===== src/rtl/score_display_pkg.sv =====
// Shared definitions for the score_display seven-segment driver:
// FSM state encoding and active-low glyph constants (bit 6 = g, bit 0 = a).
package score_display_pkg;

  typedef enum logic [1:0] {
    IDLE    = 2'd0,
    CONVERT = 2'd1,
    UPDATE  = 2'd2
  } state_e;

  localparam logic [6:0] SEG_BLANK = 7'b1111111;
  localparam logic [6:0] SEG_DASH  = 7'b0111111;

  // Entry n holds the glyph for nibble value n.
  localparam logic [15:0][6:0] HEX_GLYPH = {
    7'b0001110, 7'b0000110, 7'b0100001, 7'b1000110,  // F E D C
    7'b0000011, 7'b0001000, 7'b0010000, 7'b0000000,  // B A 9 8
    7'b1111000, 7'b0000010, 7'b0010010, 7'b0011001,  // 7 6 5 4
    7'b0110000, 7'b0100100, 7'b1111001, 7'b1000000   // 3 2 1 0
  };

endpackage


===== src/rtl/score_display_seg_glyph.sv =====
// Combinational nibble-to-segment decoder; dash overrides blank, blank overrides the digit.
module seg_glyph
  import score_display_pkg::*;
(
  input  logic [3:0] digit,
  input  logic       blank,
  input  logic       dash,
  output logic [6:0] seg
);

  always_comb begin
    if (dash) begin
      seg = SEG_DASH;
    end else if (blank) begin
      seg = SEG_BLANK;
    end else begin
      seg = HEX_GLYPH[digit];
    end
  end

endmodule


===== src/rtl/score_display.sv =====
// Multi-digit seven-segment driver: sequential double-dabble binary-to-BCD
// (one bit per clock) or direct hex, with leading-zero blanking and overflow dashes.
module score_display
  import score_display_pkg::*;
#(
  parameter int BIN_WIDTH     = 20,
  parameter int NUM_DIGITS    = 6,
  parameter int BLANK_LEADING = 1
) (
  input  logic                    clk,
  input  logic                    resetn,
  input  logic [BIN_WIDTH-1:0]    value,
  input  logic                    load,
  input  logic                    hex_mode,
  output logic                    busy,
  output logic                    overflow,
  output logic [7*NUM_DIGITS-1:0] seg_out,
  output state_e                  state_dbg
);

  localparam int BCD_W = 4 * NUM_DIGITS;
  localparam int CNT_W = $clog2(BIN_WIDTH + 1);
  localparam int EXT_W = (BIN_WIDTH > BCD_W) ? BIN_WIDTH : BCD_W;

  // Handshake: load is a request sampled only in IDLE; busy is high from the
  // accepting edge until the edge that writes seg_out. Loads while busy are dropped.
  state_e                  state_q, state_d;
  logic [BIN_WIDTH-1:0]    shift_q, shift_d;
  logic [BCD_W-1:0]        bcd_q, bcd_d;
  logic [CNT_W-1:0]        cnt_q, cnt_d;
  logic                    ovf_q, ovf_d;
  logic                    mode_q, mode_d;
  logic                    busy_q, busy_d;
  logic                    overflow_q, overflow_d;
  logic [7*NUM_DIGITS-1:0] seg_q, seg_d;

  logic [BCD_W-1:0]        bcd_adj;
  logic [BCD_W-1:0]        bcd_shifted;
  logic                    bcd_carry;
  logic [EXT_W-1:0]        hex_ext;
  logic                    hex_ovf;
  logic [BCD_W-1:0]        disp_digits;
  logic                    disp_ovf;
  logic [NUM_DIGITS-1:0]   blank;
  logic [7*NUM_DIGITS-1:0] seg_next;
  logic                    zero_run;

  // One double-dabble step: add 3 to nibbles >= 5, then shift in the next input bit.
  always_comb begin
    bcd_adj = bcd_q;
    for (int i = 0; i < NUM_DIGITS; i++) begin
      if (bcd_q[4*i +: 4] >= 4'd5) begin
        bcd_adj[4*i +: 4] = bcd_q[4*i +: 4] + 4'd3;
      end
    end
    bcd_shifted = {bcd_adj[BCD_W-2:0], shift_q[BIN_WIDTH-1]};
    bcd_carry   = bcd_adj[BCD_W-1];
  end

  always_comb begin
    hex_ext                  = '0;
    hex_ext[BIN_WIDTH-1:0]   = shift_q;
    hex_ovf                  = 1'b0;
    for (int i = BCD_W; i < EXT_W; i++) begin
      hex_ovf = hex_ovf | hex_ext[i];
    end
    disp_digits = mode_q ? hex_ext[BCD_W-1:0] : bcd_q;
    disp_ovf    = mode_q ? hex_ovf : ovf_q;
    zero_run    = 1'b1;
    blank       = '0;
    for (int k = NUM_DIGITS - 1; k >= 0; k--) begin
      zero_run = zero_run & (disp_digits[4*k +: 4] == 4'd0);
      blank[k] = (BLANK_LEADING != 0) && (k != 0) && zero_run;
    end
  end

  for (genvar g = 0; g < NUM_DIGITS; g++) begin : g_glyph
    seg_glyph u_glyph (
      .digit (disp_digits[4*g +: 4]),
      .blank (blank[g]),
      .dash  (disp_ovf),
      .seg   (seg_next[7*g +: 7])
    );
  end

  always_comb begin
    state_d    = state_q;
    shift_d    = shift_q;
    bcd_d      = bcd_q;
    cnt_d      = cnt_q;
    ovf_d      = ovf_q;
    mode_d     = mode_q;
    busy_d     = busy_q;
    overflow_d = overflow_q;
    seg_d      = seg_q;
    case (state_q)
      IDLE: begin
        if (load) begin
          shift_d = value;
          mode_d  = hex_mode;
          bcd_d   = '0;
          cnt_d   = '0;
          ovf_d   = 1'b0;
          busy_d  = 1'b1;
          state_d = hex_mode ? UPDATE : CONVERT;
        end
      end
      CONVERT: begin
        bcd_d   = bcd_shifted;
        shift_d = shift_q << 1;
        ovf_d   = ovf_q | bcd_carry;
        cnt_d   = cnt_q + 1'b1;
        if (cnt_q == CNT_W'(BIN_WIDTH - 1)) begin
          state_d = UPDATE;
        end
      end
      UPDATE: begin
        seg_d      = seg_next;
        overflow_d = disp_ovf;
        busy_d     = 1'b0;
        state_d    = IDLE;
      end
      default: state_d = IDLE;
    endcase
  end

  always_ff @(posedge clk or negedge resetn) begin
    if (!resetn) begin
      state_q    <= IDLE;
      shift_q    <= '0;
      bcd_q      <= '0;
      cnt_q      <= '0;
      ovf_q      <= 1'b0;
      mode_q     <= 1'b0;
      busy_q     <= 1'b0;
      overflow_q <= 1'b0;
      seg_q      <= '1;
    end else begin
      state_q    <= state_d;
      shift_q    <= shift_d;
      bcd_q      <= bcd_d;
      cnt_q      <= cnt_d;
      ovf_q      <= ovf_d;
      mode_q     <= mode_d;
      busy_q     <= busy_d;
      overflow_q <= overflow_d;
      seg_q      <= seg_d;
    end
  end

  assign busy      = busy_q;
  assign overflow  = overflow_q;
  assign seg_out   = seg_q;
  assign state_dbg = state_q;

endmodule


===== config.mk =====
export PLATFORM = sky130hd
export DESIGN_NAME = score_display
export DESIGN_NICKNAME = d
export VERILOG_FILES = /design/src/rtl/score_display_pkg.sv /design/src/rtl/score_display_seg_glyph.sv /design/src/rtl/score_display.sv
export SDC_FILE = /design/constraint.sdc
export NUM_CORES = 1
export LEC_CHECK = 0
export CAP_MARGIN = 20
export CELL_PAD_IN_SITES_DETAIL_PLACEMENT = 1
export CELL_PAD_IN_SITES_GLOBAL_PLACEMENT = 1
export CORE_ASPECT_RATIO = 0.7
export CORE_MARGIN = 2
export CORE_UTILIZATION = 44
export CTS_CLUSTER_SIZE = 10
export DETAILED_ROUTE_END_ITERATION = 16
export PLACE_DENSITY_LB_ADDON = 0.1
export SLEW_MARGIN = 20
export SYNTH_ARGS = -nofsm -noshare
export SYNTH_HDL_FRONTEND = slang
export SYNTH_SLANG_ARGS = --single-unit

===== constraint.sdc =====
create_clock -name clk -period 2.8 [get_ports clk]
set_input_delay 0.56 -clock clk [delete_from_list [all_inputs] [get_ports clk]]
set_output_delay 0.56 -clock clk [all_outputs]
set_load 0.01 [all_outputs]

Word level (Yosys, flattened, before mapping)
Memory sizes are Yosys's and may differ from the RTL's.
Cells that the tools add are included.
- $add $sub $neg: 7
- reductions and logical operators: 12
- multiplexer cells: 39
- bitwise logic cells: 5
- equality and inequality tests: 5
- $lt $le $gt $ge: 12
- operators by type and width (operator ; count):
    $mux W7 ; 17
    $mux W24 ; 2
    $pmux W24 S2 ; 1
    $pmux W20 S2 ; 1
    $lt A4 B5 Y1 const B ; 6
    $add A4 B2 Y4 const B ; 6
    $ge A4 B3 Y1 const B ; 6
    $mux W4 ; 6
    $logic_not A4 Y1 ; 5
    $mux W20 ; 1
    $pmux W5 S2 ; 1
    $reduce_and A2 Y1 ; 4
    $mux W2 ; 3
    $add A5 B1 Y5 const B ; 1
    $eq A5 B5 Y1 const B ; 1
    $mux W5 ; 1
    $and A1 B1 Y1 ; 4
    $ne A2 B2 Y1 const B ; 2
    $pmux W1 S2 ; 2
    $pmux W2 S2 ; 1
    $reduce_bool A2 Y1 ; 2
    $mux W1 ; 3
    $eq A2 B1 Y1 const B ; 1
    $eq A2 B2 Y1 const B ; 1
    other kinds (2) ; 2
- output and inout port bits: 46
- memories: 6
- ROM bits: 672
- register bits after elaboration: 97
- memory list (name ; words ; bits a word ; rd ports ; clocked after memory_dff ; wr ports ; RTL line ; source):
    (no name shown) ; 16 ; 7 ; 1 ; 0 ; 0 ; score_display_seg_glyph.sv:17 ; seg = HEX_GLYPH[digit];
    (no name shown) ; 16 ; 7 ; 1 ; 0 ; 0 ; score_display_seg_glyph.sv:17 ;
    (no name shown) ; 16 ; 7 ; 1 ; 0 ; 0 ; score_display_seg_glyph.sv:17 ;
    (no name shown) ; 16 ; 7 ; 1 ; 0 ; 0 ; score_display_seg_glyph.sv:17 ;
    (no name shown) ; 16 ; 7 ; 1 ; 0 ; 0 ; score_display_seg_glyph.sv:17 ;
    (no name shown) ; 16 ; 7 ; 1 ; 0 ; 0 ; score_display_seg_glyph.sv:17 ;

Logic depth before layout (Yosys ltp)
- depth in word-level cells: 8
- mapped depth: 11

Hierarchy
From an unflattened synthesis, not the netlist that was laid out.
- cells, all modules: 701
- area, all modules: 6930.4 sq um
- by module, submodules not included (module ; sequential area each (sq um) ; instances ; cells an instance ; area each (sq um)):
    score_display ; 2479.9 ; 1 ; 449 ; 4928.5
    seg_glyph (g_glyph[1].u_glyph ...) ; 0.0 ; 5 ; 42 ; 336.6
    seg_glyph (g_glyph[0].u_glyph) ; 0.0 ; 1 ; 42 ; 319.1

Least setup slack after synthesis
Ideal clock, no wire load.
- path kind: reg-to-reg
- start point: reg mode_q
- end point: reg seg_q[8], in the netlist seg_out[8]
- stages on the path, launching flop included: 11
- data arrival time: 2449 ps
- buffers on the path: 3
- period minus slack after synthesis: 2507 ps
- slack: 293 ps
- cells stage by stage: dfrtp_1 -> buf_6 -> buf_12 -> buf_6 -> mux2i_1 -> ha_1 -> nand3_1 -> nor4b_4 -> and4bb_1 -> nand2b_4 -> o22a_2
- cells in the longest elaborated chain, start to end: 8
- elaborated cells between the ends (all ways): 15
- classes of those cells: mux: 5; bitwise: 4; reduce/logical: 5; memory: 1
- RTL lines (item ; RTL line ; source):
    start: declaration ; score_display.sv:32 ; logic mode_q, mode_d;
    start signal: assignment ; score_display.sv:144 ; mode_q <= mode_d;
    $mux W24 ; score_display.sv:67 ; disp_digits = mode_q ? hex_ext[BCD_W-1:0] : bcd_q;
    $logic_not A4 Y1 ; score_display.sv:72 ; zero_run = zero_run & (disp_digits[4*k +: 4] == 4'd0);
    $and A1 B1 Y1 (4 in a row) ; score_display.sv:72 ;
    $mux W7 ; score_display_seg_glyph.sv:14 ; end else if (blank) begin
    $mux W7 * ; score_display_seg_glyph.sv:12 ; if (dash) begin
    end signal: assignment ; score_display.sv:147 ; seg_q <= seg_d;
    end: declaration ; score_display.sv:35 ; logic [7*NUM_DIGITS-1:0] seg_q, seg_d;
Every way passes the cells marked *; elsewhere a longest branch is shown, timed or not. The select of a mux whose other input is x is not followed.
A chain may end at the register's enable or synchronous reset.

Worst setup path in the final report
- start point: reg mode_q
- end point: reg seg_q[3], in the netlist seg_out[3]
- cells in the longest elaborated chain, start to end: 4
- elaborated cells between the ends (all ways): 5
- classes of those cells: mux: 4; memory: 1
- RTL lines (item ; RTL line):
    $mux W24 ; score_display.sv:67
    $mem_v2 Z16 W7 ; --
    $mux W7 (implied by the code) ; score_display_seg_glyph.sv:17
    $mux W7 * ; score_display_seg_glyph.sv:12
Marked as above.

==> metrics.cfg <==
[run_status]
outcome = completed

[final_layout]
postLayoutCoreUtil_pct = 53.8
antenna_cells = 0
most_used_cells_in_the_layout_excluding_fill_and_tap_cells = 71 x sky130_fd_sc_hd__nand2_1, 68 x sky130_fd_sc_hd__clkdlybuf4s50_1, 62 x sky130_fd_sc_hd__o21ai_0
areaGrowthSynthToFinish_pct = 19.1
commonest_non_fill_non_tap_cell_in_the_layout = sky130_fd_sc_hd__nand2_1
fill_cell_total_of_the_finished_layout = 1624
nNetsFinal = 818
layout-drive-gt1-share_pct = 15.0

[grt]
vias_in_the_first_global_route = 5612
grt_first_pass_wirelength_um = 30100
grt_remaining_overflow = 0
grt_start_max_net_pins = 46
globalRouteTotalUtil_pct = 24.8
initial_antenna_violation_count = 0

[logic_synthesis]
synthTopCellsByArea = sky130_fd_sc_hd__dfrtp_1 22%, sky130_fd_sc_hd__dfstp_2 17%, sky130_fd_sc_hd__ha_1 9.7%
number_of_enable_type_register_cells_in_the_synthesized_netlist = 0
synth_top_flop_cell = sky130_fd_sc_hd__dfrtp_1
post_synth.cell_area_avg_um2 = 9.33
total_nets_after_synthesis = 750
area_share_of_the_leading_cell_type_in_the_synthesized_netlist_pct = 21.8
netlist-cell-type-count = 63
synth-seq-area-share_pct = 39.3
synthDominantAreaCellType = sky130_fd_sc_hd__dfrtp_1
postSynth.asyncResetShare_pct = 100
synthesis.yosys.warnings = 0
synth_cells = 677
synth_seq_cells = 97
mappedNetlistArea_mm2 = 0.00631

[flow_run]
max_cap_viol = 0

[timing]
sum_neg_setup_slack_ns = 0
timing.fmax_mhz = 412
slew_margin_rel_pct = 52.3
clock_skew_ns = 0.00718
final_worst_path_cycle_share_pct = 86.7
hold_violations = 0
drv_slew = 0
finalWorstSetupSlack_ns = 0.373
timing.final.crit_period_ns = 2.43
rsz_0062_raised_after_global_routing = false
timing_worst_slew_pin_value_ns = 0.702
setup-violations-final = 0
fin_worst_hold_slack_ns = 0.205

[clocking]
number_of_h_tree_levels = 3
numCtsBuffers = 9
cts.hold.buffers_added = 0
clkLatencyLatePin_ns = 0.36
worst_setup_hold_path_clk_slew_ns = 0.07
clk_root_buffer_cell = sky130_fd_sc_hd__clkbuf_16
cts_repair_resize_count = 0
tritoncts = built
cts_setup_buffers = 0
cts-root-to-sink-buffers = 2
cts_num_sinks = 97

[floorplan]
io-pin-count = 70
initial_utilization_pct = 45.2
floorplan.die_area_mm2 = 0.0153
die-width_um = 147
dieHeight_um = 104
core_area_mm2 = 0.0140
placement_rows = 36

[placement]
detailedPlacementHpwl_um = 13500
gp_congestion = 0.947
preCtsSetupSlack_ns = 0.382
placement.io_buffers = 69

[power]
power.density_mw_per_mm2 = 1090
vdd_ir_drop_max_v = 0.000460
static-leakage-power_uw = 0.00323

[critical_path]
cp.required_ns = 3.09
timing.critical_path.arrival_ns = 2.71
worst_setup_path_start_kind = flip-flop
critical_path_peak_fanout = 11
critPathSlowestCell = sky130_fd_sc_hd__mux2i_1
top_cell_by_count_worst_path = sky130_fd_sc_hd__o21ai_0
worstPathCellList = buf_4 > mux2i_1 > inv_1 > ha_1 > nand2_1 > o21ai_0 > o21ai_0 > a21oi_1
cp_delay_by_family_top = multiplexers
timing.critical_path.slowest_cell_delay_ns = 0.62
cp-end-kind = flip-flop
worstSetupPathType = reg2reg
count_of_buffering_cells_on_the_critical_path_with_inverters_included = 2

[route]
remaining_drc_errors = 0
initial_drc_count = 340
antenna_violating_nets_post_route = 0
drt_pass1_iterations = 5
dr_vias_cell = 5.75
avgRoutedWirePerCell_um = 19.3
vias = 5400
route.final.wire_length_um = 18100

[min_path]
holdCritPathClass = in2async

==> Yosys cell counts (all sizes together), types with 8 or more instances <==
cell and number:
a21oi 61, a31oi 12, and3b 16, buf 8, clkbuf 26, dfrtp 55, dfstp 42, ha 49
inv 36, mux2 8, mux2i 25, nand2 71, nand2b 14, nand3 8, nor2 50, nor3 11
o21ai 65, o22a 10, o22ai 11, o31ai 8, o32ai 8, xnor2 9
==> final cells by class <==
class                   count  area [um2]  share of cell area (%)
inverters                  36         135                    1.80
multi-input cells         510        3510                    46.7
clock buffers              10         229                    3.05
well taps                 190         238                    3.16
repair buffers             91         866                    11.5
clock inverters             5        56.3                   0.749
flip-flops and latches     97        2480                    33.0
==> path summary, 6_finish.rpt <==
kind	slack (ns)	end	cells after the start	from
setup / recovery	0.37	seg_out[3]$_DFFE_PN1P_	8	mode_q$_DFFE_PN0P_
hold / removal	0.20	cnt_q[0]$_DFFE_PN0P_	1	resetn
setup reg to reg	0.37	seg_out[3]$_DFFE_PN1P_	8	mode_q$_DFFE_PN0P_
hold reg to reg	0.47	seg_out[13]$_DFFE_PN1P_	2	seg_out[13]$_DFFE_PN1P_
max in group asynchronous	1.78	seg_out[41]$_DFFE_PN1P_	2	resetn
min in group clk	0.47	seg_out[13]$_DFFE_PN1P_	2	seg_out[13]$_DFFE_PN1P_
==> worst register-to-register path, cell delays in order, from the launching register on <==
cell and delay (ns):
sky130_fd_sc_hd__dfrtp_2 0.51, sky130_fd_sc_hd__buf_4 0.29, sky130_fd_sc_hd__mux2i_1 0.63, sky130_fd_sc_hd__inv_1 0.16
sky130_fd_sc_hd__ha_1 0.28, sky130_fd_sc_hd__nand2_1 0.09, sky130_fd_sc_hd__o21ai_0 0.08, sky130_fd_sc_hd__o21ai_0 0.21
sky130_fd_sc_hd__a21oi_1 0.10
==> kinds of logic after synthesis <==
family | share of synthesized area [%]
compound gates | 22.1
buf+inv | 5.11
fa+ha+maj | 9.71
mux | 6.50
simple gates | 15.2
flops | 39.3
xor+xnor | 2.08
==> per-layer routing <==
metal	track usage [%]	routed length [um]	vias up
li1	-	-	2574
met4	5.77	211	0
met2	40.4	8380	99
met3	5.04	600	18
met1	34.2	8890	2709
met5	0	0	-
==> flip-flops by register name, summed over array words and instances, names as in the netlist <==
name	flops
bcd_q	24
busy	1
cnt_q	5
mode_q	1
overflow	1
ovf_q	1
seg_out	42
shift_q	20
state_dbg	2
==> where the power goes <==
part           leakage, uW  switching, uW  total (uW)  internal (uW)
sequential         0.00117            514        2580           2070
clock             0.000139            562        1250            688
combinational      0.00192           2430        4390           1960
==> metrics by stage <==
stage	cells	total power, uW	cell area, um2
2_1_floorplan	677	5350	6310
6_report	939	8220	7520
3_3_place_gp	924	6760	7230
4_1_cts	939	8280	7520
3_5_place_dp	924	6970	7230
5_1_grt	939	8850	7520
No activity file was read; power rests on OpenSTA's default activity.
